--- config.mk ---
export PLATFORM = sky130hd
export DESIGN_NAME = fetch_stage
export DESIGN_NICKNAME = d
export VERILOG_FILES = /design/src/rtl/fetch_pkg.sv /design/src/rtl/fetch_stage_if_id_reg.sv /design/src/rtl/fetch_stage.sv
export SDC_FILE = /design/constraint.sdc
export NUM_CORES = 1
export LEC_CHECK = 0
export CAP_MARGIN = 20
export CORE_ASPECT_RATIO = 1.25
export CORE_MARGIN = 5
export CORE_UTILIZATION = 35
export CTS_CLUSTER_SIZE = 12
export DETAILED_ROUTE_END_ITERATION = 10
export GPL_TIMING_DRIVEN = 0
export MAX_ROUTING_LAYER = met4
export PLACE_DENSITY_LB_ADDON = 0.12
export SLEW_MARGIN = 20
export SYNTH_ARGS = -nofsm -noshare
export SYNTH_HDL_FRONTEND = slang
export SYNTH_SLANG_ARGS = --single-unit
export TNS_END_PERCENT = 100
--- constraint.sdc ---
create_clock -name clk -period 4.5 [get_ports clk]
set_input_delay 0.9 -clock clk [delete_from_list [all_inputs] [get_ports clk]]
set_output_delay 0.9 -clock clk [all_outputs]
set_load 0.03 [all_outputs]
--- src/rtl/fetch_pkg.sv ---
// fetch_pkg: shared state encoding, instruction constants and fetch-address check.
package fetch_pkg;
  typedef enum logic [1:0] {
    RUN   = 2'd0,
    HALT  = 2'd1,
    FAULT = 2'd2
  } state_t;
  localparam logic [31:0] NOP_INST    = 32'h0000_0013;
  localparam logic [31:0] ECALL_INST  = 32'h0000_0073;
  localparam logic [31:0] EBREAK_INST = 32'h0010_0073;
  function automatic logic pc_ok(input logic [31:0] pc, input int unsigned aw);
    return (pc[1:0] == 2'b00) && ((pc >> (aw + 2)) == 32'h0);
  endfunction
endpackage

--- src/rtl/fetch_stage_if_id_reg.sv ---
// if_id_reg: IF/ID pipeline register with load, hold and bubble controls.
module if_id_reg #(
  parameter logic [31:0] NOP_INST = 32'h0000_0013
) (
  input  logic        clk,
  input  logic        rst,
  input  logic        i_load,
  input  logic        i_bubble,
  input  logic [31:0] i_inst,
  input  logic [31:0] i_pc,
  output logic        o_valid,
  output logic [31:0] o_inst,
  output logic [31:0] o_pc,
  output logic [31:0] o_pc4
);
  logic        r_valid;
  logic [31:0] r_inst;
  logic [31:0] r_pc;
  logic [31:0] r_pc4;
  always_ff @(posedge clk) begin
    if (rst) begin
      r_valid <= 1'b0;
      r_inst  <= NOP_INST;
      r_pc    <= 32'h0;
      r_pc4   <= 32'h0;
    end else if (i_load) begin
      r_valid <= 1'b1;
      r_inst  <= i_inst;
      r_pc    <= i_pc;
      r_pc4   <= i_pc + 32'd4;
    end else if (i_bubble) begin
      r_valid <= 1'b0;
      r_inst  <= NOP_INST;
    end
  end
  assign o_valid = r_valid;
  assign o_inst  = r_inst;
  assign o_pc    = r_pc;
  assign o_pc4   = r_pc4;
endmodule

--- src/rtl/fetch_stage.sv ---
// fetch_stage: PC, fetch FSM and fetch counter feeding the IF/ID register.
module fetch_stage
  import fetch_pkg::*;
#(
  parameter logic [31:0] RESET_PC    = 32'h0000_0000,
  parameter int unsigned IMEM_ADDR_W = 6,
  parameter logic [31:0] NOP_INST    = fetch_pkg::NOP_INST
) (
  input  logic                   clk,
  input  logic                   rst,
  input  logic                   stall,
  input  logic                   redirect,
  input  logic [31:0]            redirect_pc,
  output logic [IMEM_ADDR_W-1:0] imem_addr,
  input  logic [31:0]            imem_data,
  output logic                   if_id_valid,
  output logic [31:0]            if_id_inst,
  output logic [31:0]            if_id_pc,
  output logic [31:0]            if_id_pc4,
  output logic [31:0]            pc,
  output logic                   halted,
  output logic                   fault,
  output logic [31:0]            fetch_count
);
  state_t      r_state;
  state_t      w_next_state;
  logic [31:0] r_pc;
  logic [31:0] w_next_pc;
  logic [31:0] r_fetch_count;
  logic        w_load;
  logic        w_bubble;
  logic        w_pc_ok;
  logic        w_sys;
  assign w_pc_ok = pc_ok(r_pc, IMEM_ADDR_W);
  assign w_sys   = (imem_data == ECALL_INST) || (imem_data == EBREAK_INST);
  always_comb begin
    w_next_state = r_state;
    w_next_pc    = r_pc;
    w_load       = 1'b0;
    w_bubble     = 1'b0;
    if (redirect && r_state != FAULT) begin
      w_next_pc    = redirect_pc;
      w_bubble     = 1'b1;
      w_next_state = RUN;
    end else if (!stall) begin
      if (r_state == RUN && w_pc_ok) begin
        w_load       = 1'b1;
        w_next_pc    = w_sys ? r_pc : r_pc + 32'd4;
        w_next_state = w_sys ? HALT : RUN;
      end else begin
        w_bubble     = 1'b1;
        w_next_state = (r_state == RUN) ? FAULT : r_state;
      end
    end
  end
  always_ff @(posedge clk) begin
    if (rst) begin
      r_state       <= RUN;
      r_pc          <= RESET_PC;
      r_fetch_count <= 32'h0;
    end else begin
      r_state       <= w_next_state;
      r_pc          <= w_next_pc;
      r_fetch_count <= r_fetch_count + {31'h0, w_load};
    end
  end
  if_id_reg #(.NOP_INST(NOP_INST)) u_if_id (
    .clk      (clk),
    .rst      (rst),
    .i_load   (w_load),
    .i_bubble (w_bubble),
    .i_inst   (imem_data),
    .i_pc     (r_pc),
    .o_valid  (if_id_valid),
    .o_inst   (if_id_inst),
    .o_pc     (if_id_pc),
    .o_pc4    (if_id_pc4)
  );
  assign imem_addr   = r_pc[IMEM_ADDR_W+1:2];
  assign pc          = r_pc;
  assign halted      = (r_state == HALT);
  assign fault       = (r_state == FAULT);
  assign fetch_count = r_fetch_count;
endmodule

# [After elaboration in Yosys (flattened, before gate mapping)]
# Cells that the tools add are included.
[op_classes] bitwise=1 n_reduce_logical=13 eq_ne=7 mux=17 n_addsub=2
[ops] op="$mux W32" count=6
[ops] op="$add A32 B1 Y32" count=1
[ops] op="$add A32 B3 Y32 const B" count=1
[ops] op="$eq A32 B21 Y1 const B" count=1
[ops] op="$eq A32 B7 Y1 const B" count=1
[ops] op="$logic_not A32 Y1" count=1
[ops] op="$mux W1" count=9
[ops] op="$reduce_bool A2 Y1" count=3
[ops] op="$logic_not A2 Y1" count=2
[ops] op="$mux W2" count=2
[ops] op="$ne A2 B1 Y1 const B" count=2
[ops] op="$logic_and A1 B1 Y1" count=3
[ops] op="$reduce_and A3 Y1" count=1
[ops] op="$eq A2 B1 Y1 const B" count=1
[ops] op="$eq A2 B2 Y1 const B" count=1
[ops] op="$ne A2 B2 Y1 const B" count=1
[ops] op="$reduce_and A2 Y1" count=1
[ops] op="$reduce_or A2 Y1" count=1
[ops] op="$logic_or A1 B1 Y1" count=1
[ops] op="$not A1 Y1" count=1
[totals] word_cells=47 reg_bits=163 input_bits=68

# [Logic depth before layout (Yosys ltp)]
# Gate-level depths: netlist of the first run.
[depth] depth_word=8 mapped_depth=13

# [Modules after synthesis]
# A second synthesis of the first run with hierarchy kept.
[hier_totals] cells_unflattened=828 area_unflattened_um2=7000.5
[by_module_without_submodules] mod="if_id_reg" area_per_inst_um2=4038.9 cells_each=460 n_inst=1
[by_module_without_submodules] mod="fetch_stage" area_per_inst_um2=2961.6 cells_each=368 n_inst=1

# [Least setup slack after synthesis of the first run]
# No wires, ideal clock.
[synth_path] path_type="input -> register" start="in stall" end="reg r_fetch_count[31] (netlist: fetch_count[31])" slack_ps=1539 arrival_ps=2890 path_stages=10 n_path_buf=1 cell_sequence="and4b_2 nand3_4 clkinv_2 buf_2 ha_1 nand3_1 nor3_4 nand4_2 or3_1 a21oi_1"
[synth_via] elab_chain_len=3
[synth_lines] element="start: declaration" line_no="fetch_stage.sv:11" text="input logic stall,"
[synth_lines] element="$mux W1" line_no="fetch_stage.sv:45" text="end else if (!stall) begin"
[synth_lines] element="$mux W1" line_no="fetch_stage.sv:41" text="if (redirect && r_state != FAULT) begin"
[synth_lines] element="via u_if_id.i_load" line_no="fetch_stage_if_id_reg.sv:7" text="input logic i_load,"
[synth_lines] element="$add A32 B1 Y32" line_no="fetch_stage.sv:64" text="r_fetch_count <= r_fetch_count + {31'h0, w_load};"
[synth_lines] element="end signal: assignment" line_no="fetch_stage.sv:64"
[synth_lines] element="end: declaration" line_no="fetch_stage.sv:29" text="logic [31:0] r_fetch_count;"
# The timed path passes the listed nets, and every way through them passes these cells.
# A chain may end at the register's enable or synchronous reset.

# [Worst setup path after layout of the first run]
# Same ends and word-level chain as after synthesis.

==> impl_metrics.toml, run 1 <==
[global_routing]
globalRoute.busiestLayer = "met2"
grt_usage = 0.187
grt_use_met1 = 0.223
grt_max_degree = 17
grt_use_met3 = 0.0505
grt_antenna_before_repair = 0
grt_overflow = 0
grtUsageMet2 = 0.307
grt_first_pass_wirelength_um = 28800
grt_pass1_vias = 5422

[layout]
most-common-layout-cells = "235 x clkdlybuf4s50_1, 161 x dfxtp_1, 117 x nand2_1, 59 x nor2_1, 55 x a21oi_1"
fin_util = 0.553
final_common_cell = "clkdlybuf4s50_1"
drive_gt1_frac = 0.0825
antenna_cells = 0
fillers = 1605
nets = 980
stdcell_count = 1141
areaGrowthSynthToFinish_pct = 54.9
design_area_um2 = 9310

[timing]
slew_headroom = 0.593
setup_viol = 0
fmax_mhz = 288
grt_setup_unrepaired = "no"
fin_crit_ps = 3470
period_share = 0.770
timing.setup.tns_ps = 0
finClkSkew_ps = 6.47
final_max_slew_viol_count = 0
hold_viol = 0
tightestPinTransition_ps = 610

[clock_tree]
cts_hold_buf = 0
clockBufferDepth = 2
clk_pin_slew_ps = 60
cts_setup_buffers = 0
cts_buffers = 17
cts_repair_resize_count = 0
cts_max_level = 4
cts_tree = "built"
worstSkewPairLatency_ps = 410
root_buffer = "clkbuf_16"
cts.sinks = 161

[synth]
synth-seq-area-share = 0.536
synth_cell_types = 46
synth_area_leaders = "dfxtp_1 54%, nand2_1 7.3%, and2_1 5.4%"
synth_top_area_frac = 0.536
synth_cells = 654
synth_flop_cell = "dfxtp_1"
syn-cell-area_um2 = 6010
async_flop_share = 0
yosysTopAreaCell = "dfxtp_1"
ys_warn_count = 0
synth_top_family_by_area = "simple AND/OR/NAND/NOR gates"
synth_edf_count = 0
synthAdderAreaFrac = 0.00833
syn_nets = 726
synth_xor_area_frac = 0.0452
yosys-mux-area-fraction = 0.00167
synth-seq-cells = 161
synthSimpleGateAreaFrac = 0.275
synth_compound_area_frac = 0.0904
syn_area_per_cell_um2 = 9.19

[die]
core_um2 = 16800
io_pins = 237
dieArea_um2 = 19900
fp-row-count = 53
dieHeight_um = 157
die_x_um = 127
start_util = 0.357

[setup_path]
r2r_end = "fetch_count[31]"
r2r-start = "pc[22]"
crit_path_start = "stall"
crit_path_end = "fetch_count[31]"
crit_path_end_kind = "register"
cp_data_required_time_ps = 4840
reg2reg_depth = 11
critical_path_arrival_ps = 3810
r2r_slack_ps = 1330
setup.worst_path.start_class = "input pin"
worst-path-max-fanout = 11
critical_path_class = "input pin to register"

[drt]
routedWlPerCell_um = 15.8
drc_errors = 0
dr.pass1.iters = 4
drt_iter0_markers = 151
ant_nets = 0
routed_via_density = 4.65
wl_um = 18000
routed-via-count = 5308

[outcome]
status = "completed"

[power]
power.density_nw_per_um2 = 367
p_leak_nw = 3.40
vdd_ir_drop_max_mv = 0.220

[run]
max_cap_violations = 0

[placement]
placed_cell_area_um2 = 8640
gp_congestion = 0.774
dpl.cell_count = 1109
dp_hpwl_um = 13600
portBuffers = 235

[min_path]
hp-class = "register to register"
==> layout make-up <==
class                      instances  area [um2]  share of cell area
sequential                       161        3220               0.346
multi-input combinational        447        2520               0.271
timing repair buffer             235        2350               0.253
clock buffer                      19         443              0.0476
tap                              220         275              0.0296
buffer                            43         249              0.0267
clock inverter                    13         231              0.0249
inverter                           3        12.5             0.00134
==> synthesized netlist by cell type, types with 2 or more instances <==
| cell | count |
|---|---|
| a311oi_2 | 3 |
| nor3_4 | 2 |
| and2_1 | 52 |
| buf_6 | 6 |
| nor2_1 | 59 |
| xnor2_1 | 8 |
| dfxtp_1 | 161 |
| buf_4 | 9 |
| nand2_1 | 117 |
| nand4_1 | 15 |
| nor4_2 | 7 |
| buf_2 | 7 |
| o21ai_0 | 9 |
| a21oi_1 | 55 |
| nand4_2 | 2 |
| o21bai_1 | 5 |
| clkbuf_1 | 21 |
| nor4_1 | 5 |
| a211oi_1 | 10 |
| nor3_1 | 25 |
| nand3_1 | 11 |
| or3_1 | 6 |
| ha_1 | 4 |
| nor2b_1 | 5 |
| inv_1 | 2 |
| xor2_1 | 23 |
| and3_1 | 6 |
==> kinds of logic after synthesis <==
kind of cell	count (synthesis)
AO/OA/AOI/OAI	88
XOR/XNOR	31
adder cells (fa/ha/maj)	4
buffers and inverters	46
flip-flops	161
multiplexers	1
AND/OR/NAND/NOR	323
==> sequential cells by signal (all words and copies together) (netlist names) <==
signal	flops
fetch_count	32
pc	32
u_if_id.o_inst	32
u_if_id.o_pc4	32
u_if_id.o_pc	30
r_state	2
u_if_id.o_valid	1
==> critical path, cell delays in order <==
cell and delay (ps):
clkdlybuf4s50_1 470, and4b_2 420, nand3_4 140, clkinv_2 140, buf_2 250, ha_1 240
nand3_1 120, nor3_4 380, nand4_2 220, or3_1 390, a21oi_1 130
==> routing by layer <==
| metal | wire length [um] | up-vias |
|---|---|---|
| met5 | 0 | - |
| met4 | 374 | 0 |
| met3 | 1040 | 21 |
| met2 | 8840 | 157 |
| met1 | 7760 | 2433 |
| li1 | - | 2697 |
==> through the flow <==
stage          total power, mW  setup WS (ps)  hold WS [ps]
2_1_floorplan             1.65           1540           494
3_3_place_gp              1.81            554           441
3_5_place_dp              1.81            590           443
4_1_cts                   3.46           1000           456
5_1_grt                   3.55            777           469
6_report                  3.42           1030           452
==> power by group <==
group	internal, mW	total [mW]	switching (mW)
clock	1.06	1.64	0.581
combinational	0.141	0.301	0.160
sequential	1.45	1.47	0.0268
==> worst min-delay path by stage <==
| stage | start | to | slack (ps) | depth (start not counted) |
|---|---|---|---|---|
| final | u_if_id.o_inst[15] | u_if_id.o_inst[15] | 450 | 2 |
| after floorplan | r_state[1] | r_state[1] | 490 | 2 |
| after global placement | u_if_id.o_pc[6] | u_if_id.o_pc[6] | 440 | 2 |
| after CTS | u_if_id.o_inst[6] | u_if_id.o_inst[6] | 460 | 2 |
| after global routing | u_if_id.o_pc[28] | u_if_id.o_pc[28] | 470 | 1 |
| after detailed placement | u_if_id.o_pc[24] | u_if_id.o_pc[24] | 440 | 1 |
Note: power is estimated with default switching activity, not from simulation.
==> run 2: changes to the inputs <==
==> constraint.sdc (replaced) <==
create_clock -name clk -period 3.55 [get_ports clk]
set_input_delay 0.71 -clock clk [delete_from_list [all_inputs] [get_ports clk]]
set_output_delay 0.71 -clock clk [all_outputs]
set_load 0.03 [all_outputs]
==> results of run 2 <==
Same layout as run 1 (identical final DEF). Status: completed.
Main changes from that run: setup slack after placement 590 ps -> -170 ps; setup slack after layout 1030 ps -> 273 ps; register-to-register setup slack 1330 ps -> 380 ps; total power 3.42 mW -> 4.33 mW; worst IR drop on VDD 0.220 mV -> 0.279 mV
==> run 3: changes to the inputs <==
--- a/config.mk
+++ b/config.mk
@@ -14,6 +14,7 @@
 export GPL_TIMING_DRIVEN = 0
 export MAX_ROUTING_LAYER = met4
 export PLACE_DENSITY_LB_ADDON = 0.12
+export RECOVER_POWER = 50
 export SLEW_MARGIN = 20
 export SYNTH_ARGS = -nofsm -noshare
 export SYNTH_HDL_FRONTEND = slang
==> constraint.sdc (replaced) <==
create_clock -name clk -period 3.8 [get_ports clk]
set_input_delay 0.76 -clock clk [delete_from_list [all_inputs] [get_ports clk]]
set_output_delay 0.76 -clock clk [all_outputs]
set_load 0.03 [all_outputs]
==> impl_metrics.toml, run 3 (same netlist as run 1, synthesis figures left out) <==
[clock_tree]
cts.sinks = 161
cts_setup_buffers = 0
root_buffer = "clkbuf_16"
cts_repair_resize_count = 0
clockBufferDepth = 2
cts_tree = "built"
cts_buffers = 17
cts_max_level = 4
worstSkewPairLatency_ps = 410
cts_hold_buf = 0
clk_pin_slew_ps = 60

[die]
start_util = 0.357
core_um2 = 16800
fp-row-count = 53
io_pins = 237
die_x_um = 127
dieHeight_um = 157
dieArea_um2 = 19900

[setup_path]
critical_path_arrival_ps = 3710
r2r_slack_ps = 590
path_buf_inv = 3
slowest_delay_ps = 470
reg2reg_depth = 11
r2r_end = "fetch_count[31]"
slowest_stage = "clkdlybuf4s50_1"
worst-path-stages = 11
cp_data_required_time_ps = 4140
path_cells = "clkdlybuf4s50_1 > and4b_1 > nand3_4 > clkinv_2 > buf_2 > ha_1 > nand3_1 > nor3_4 > nand4_2 > or3_1 > a21oi_1"
critical_path_class = "input pin to register"
path_delay_family = "simple AND/OR/NAND/NOR gates"
setup.worst_path.start_class = "input pin"
crit_path_end_kind = "register"
worst-path-max-fanout = 11
r2r-start = "pc[22]"

[drt]
dr.pass1.iters = 4
drt_iter0_markers = 163
wl_um = 18000
routed_via_density = 4.66
routed-via-count = 5318
routedWlPerCell_um = 15.8
ant_nets = 0
drc_errors = 0

[layout]
nets = 980
antenna_cells = 0
fin_util = 0.550
final_common_cell = "dfxtp_1"
drive_gt1_frac = 0.0706
areaGrowthSynthToFinish_pct = 54.2
fillers = 1612
most-common-layout-cells = "161 x dfxtp_1, 131 x clkdlybuf4s50_1, 117 x nand2_1, 104 x dlygate4sd3_1, 60 x nor2_1"

[outcome]
status = "completed"

[timing]
slew_headroom = 0.579
finClkSkew_ps = 8.33
setup_ws_ps = 428
tightestPinTransition_ps = 632
final_max_slew_viol_count = 0
fmax_mhz = 297
hold_viol = 0
period_share = 0.887
fin_crit_ps = 3370
grt_setup_unrepaired = "no"
fin_worst_hold_slack_ps = 449
setup_viol = 0
timing.setup.tns_ps = 0

[global_routing]
grt_usage = 0.187
grt_pass1_vias = 5422
grt_max_degree = 17
grt_antenna_before_repair = 0
grt_overflow = 0
grt_first_pass_wirelength_um = 28800

[min_path]
hold_depth = 1
hold-path-endpoint = "u_if_id.o_pc[24]"
hp-class = "register to register"
hold_path.startpoint = "u_if_id.o_pc[24]"

[placement]
place_ws_ps = 29.9
portBuffers = 235
dp_hpwl_um = 13600
gp_congestion = 0.774

[run]
max_cap_violations = 0

[power]
power.density_nw_per_um2 = 436
p_int_mw = 3.13
power.total_mw = 4.04
vdd_ir_drop_max_mv = 0.263
pwr-share-seq = 0.432
switching_share = 0.225
combPwrFrac = 0.087
clockPowerShare = 0.481
p_sw_mw = 0.909
p_leak_nw = 3.71
run 3: changes by cell type in the layout (fill, tap and decap cells not counted), sizes merged:
cell,delta
clkdlybuf4s50,-104
clkbuf,+9
buf,-9
dlygate4sd3,+104
run 3: cell type report:
class | count | area (um2) | area share
Sequential cell | 161 | 3220 | 0.348
Clock inverter | 13 | 231 | 0.0250
Timing Repair Buffer | 235 | 2350 | 0.254
Buffer | 43 | 206 | 0.0223
Clock buffer | 19 | 443 | 0.0478
Tap cell | 220 | 275 | 0.0297
Multi-Input combinational cell | 447 | 2520 | 0.272
Inverter | 3 | 12.5 | 0.00135
run 3: power by group through the flow:
stage                     Clock (mW)  Sequential, mW  Combinational, mW
final                           1.94            1.75              0.352
after detailed placement           0            1.78              0.360
after global routing            2.06            1.75              0.379
after CTS                       1.99            1.75              0.363
after global placement             0            1.78              0.360
after floorplan                    0            1.83              0.131
run 3: metrics by stage:
stage          std cells  instance area, um2
2_1_floorplan        654                6010
3_3_place_gp        1109                8640
3_5_place_dp        1109                8640
4_1_cts             1141                9310
5_1_grt             1141                9270
6_report            1141                9270
run 3: layer usage:
metal	vias to the layer above	share of wire	global-route usage
met5	-	0	-
met3	21	0.057	0.0505
li1	2698	-	-
met4	0	0.021	0.0588
met2	154	0.49	0.307
met1	2445	0.43	0.223
run 3: worst max-delay path by stage:
stage           from         endpoint  slack, ps
6_report       stall  fetch_count[31]        430
5_1_grt        stall  fetch_count[31]        150
4_1_cts        stall  fetch_count[31]        440
3_5_place_dp   stall  fetch_count[31]         30
3_3_place_gp   stall  fetch_count[31]         -6
2_1_floorplan  stall  fetch_count[31]        980
==> RTL change: new RTL, flow settings as in run 1 <==
The 3 states of `state_t` get a one-hot encoding in 3 bits.
--- a/src/rtl/fetch_pkg.sv
+++ b/src/rtl/fetch_pkg.sv
@@ -1,8 +1,8 @@
 // fetch_pkg: shared state encoding, instruction constants and fetch-address check.
 package fetch_pkg;
-  typedef enum logic [1:0] {
-    RUN   = 2'd0,
-    HALT  = 2'd1,
-    FAULT = 2'd2
+  typedef enum logic [2:0] {
+    RUN   = 3'b001,
+    HALT  = 3'b010,
+    FAULT = 3'b100
   } state_t;
   localparam logic [31:0] NOP_INST    = 32'h0000_0013;
Check against the original RTL: same outputs for any inputs over 4 cycles, from zero or initial values and one cycle with rst high; so few cycles prove little.
==> RTL change against run 1 <==
- clock power down 12%
- worst setup slack worse by 0.22 ns
- routed wire length up 2.7%
- critical path depth down 1
- clock skew up 0.0026 ns
- synthesized cell count down 0.15%
- area after synthesis down 0.44%
- sequential cell count up 1
- cell area down 1.1%
- total power down 6.6%
- sequential share of layout area up 0.60 points
- highest routed layer unchanged
==> RTL change: results (changes against run 1) <==
Drt
  – Routed wire length: 18500 um (was 18000 um)
  – Vias: 5541 (was 5308)
  – Vias per inst: 4.86 (was 4.65)
  – Metal-1 WL: 8140 um (was 7760 um)
  – Met2 wire length: 8690 um (was 8840 um)
  – WL met3: 1280 um (was 1040 um)
  – Iteration-0 DRC Markers: 256 (was 151)

Timing
  – Final clock skew: 0.00905 ns (was 0.00647 ns)
  – Worst slew pin tran: 0.764 ns (was 0.610 ns)
  – Final setup margin: 0.811 ns (was 1.03 ns)
  – Hold WS: 0.450 ns (was 0.452 ns)

Global routing
  – Vias in the first global route: 5447 (was 5422)
  – Met3 Use GR: 6.13% (was 5.05%)
  – M2 GR Usage: 29.6% (was 30.7%)
  – Tot GR Track Use: 19.1% (was 18.7%)
  – Largest net degree at the start of global routing: 18 (was 17)
  – First-pass GRT wire length: 29300 um (was 28800 um)
  – Met1 Usage GRT: 23.4% (was 22.3%)

Placement
  – Post-place instance area: 8620 sq um (was 8640 sq um)
  – Worst slack, placed: 0.301 ns (was 0.590 ns)
  – Dpl hpwl: 13800 um (was 13600 um)
  – Port Buffers: 236 (was 235)
  – Final GP Congestion: 0.834 (was 0.774)
  – Placed cells: 1109 (unchanged)

Outcome
  – Status: finished, final reports clean (unchanged)

Cells and area
  – Ratio of cells with drive above 1 in the final layout: 5.75% (was 8.25%)

Power
  – Net Sw Power: 0.822 mW (was 0.768 mW)
  – Lkg Pwr: 3.57 nW (was 3.40 nW)

Yosys
  – Synth cell types: 40 (was 46)
  – List of most frequent post-synthesis cells: dfxtp_1 (162), nand2_1 (90), nor2_1 (63), and3_1 (58), a21oi_1 (44) (was dfxtp_1 (161), nand2_1 (117), nor2_1 (59), a21oi_1 (55), and2_1 (52))
  – Sequential-to-total area share from yosys stat: 54.2% (was 53.6%)
  – Mean Syn Cell Area: 9.16 sq um (was 9.19 sq um)
  – Most area-consuming cells after synthesis: dfxtp_1 (54%), and3_1 (6.1%), nand2_1 (5.6%), nor2_1 (4.0%), a21oi_1 (3.7%) (was dfxtp_1 (54%), nand2_1 (7.3%), and2_1 (5.4%), a21oi_1 (4.6%), nor2_1 (3.7%))
  – Post-Syn Nets: 725 (was 726)

Clock network
  – Worst-skew pair later-pin latency: 0.43 ns (was 0.41 ns)

Setup path
  – Setup slack, reg-to-reg: 0.96 ns (was 1.33 ns)
-- RTL change: cell count changes after synthesis, moves of 14 or more --
cell / run 1 / this run
and3_1: 6 / 58
and2_1: 52 / 1
a22oi_1: 1 / 29
nand2_1: 117 / 90
nor3_1: 25 / 6
nand3_1: 11 / 26
clkbuf_1: 21 / 35
-- RTL change: critical path, cell delays in order --
cell and delay, ns:
clkdlybuf4s50_1 0.56, nor4_4 0.62, buf_4 0.29, ha_1 0.16
ha_1 0.26, and4_1 0.20, clkbuf_1 0.41, nand3_1 0.16
or3_1 0.32, a21oi_1 0.14
-- RTL change: final cells by class --
type	instances	area (sq um)
fillers	1611	7630
flip-flops and latches	162	3240
multi-input cells	438	2490
repair buffers	236	2360
clock buffers	17	425
well taps	220	275
plain buffers	51	239
clock inverters	15	163
inverters	2	7.51
-- RTL change: final timing paths --
kind / from / end / cells past startpoint
setup / recovery: stall / fetch_count[30] / 10
hold / removal: u_if_id.o_pc4[8] / u_if_id.o_pc4[8] / 2
setup reg to reg: pc[26] / fetch_count[30] / 11
hold reg to reg: u_if_id.o_pc4[8] / u_if_id.o_pc4[8] / 2
-- RTL change: kinds of logic (layout without fill, tap and decap cells) --
group           after synthesis  after routing  synth area share, %
compound gates               87             87                 8.85
xor+xnor                     30             30                 4.39
fa+ha+maj                     4              4                0.837
flops                       162            162                 54.2
mux                           4              4                0.669
buf+inv                      53            321                 4.12
simple gates                313            313                 26.9
-- RTL change: power groups by stage --
stage / Combinational [mW] / Clock (mW) / Sequential [mW]
finish: 0.271 / 1.44 / 1.48
global route: 0.292 / 1.55 / 1.48
CTS: 0.274 / 1.49 / 1.48
detailed placement: 0.272 / 0 / 1.51
global placement: 0.273 / 0 / 1.51
floorplan: 0.0942 / 0 / 1.54
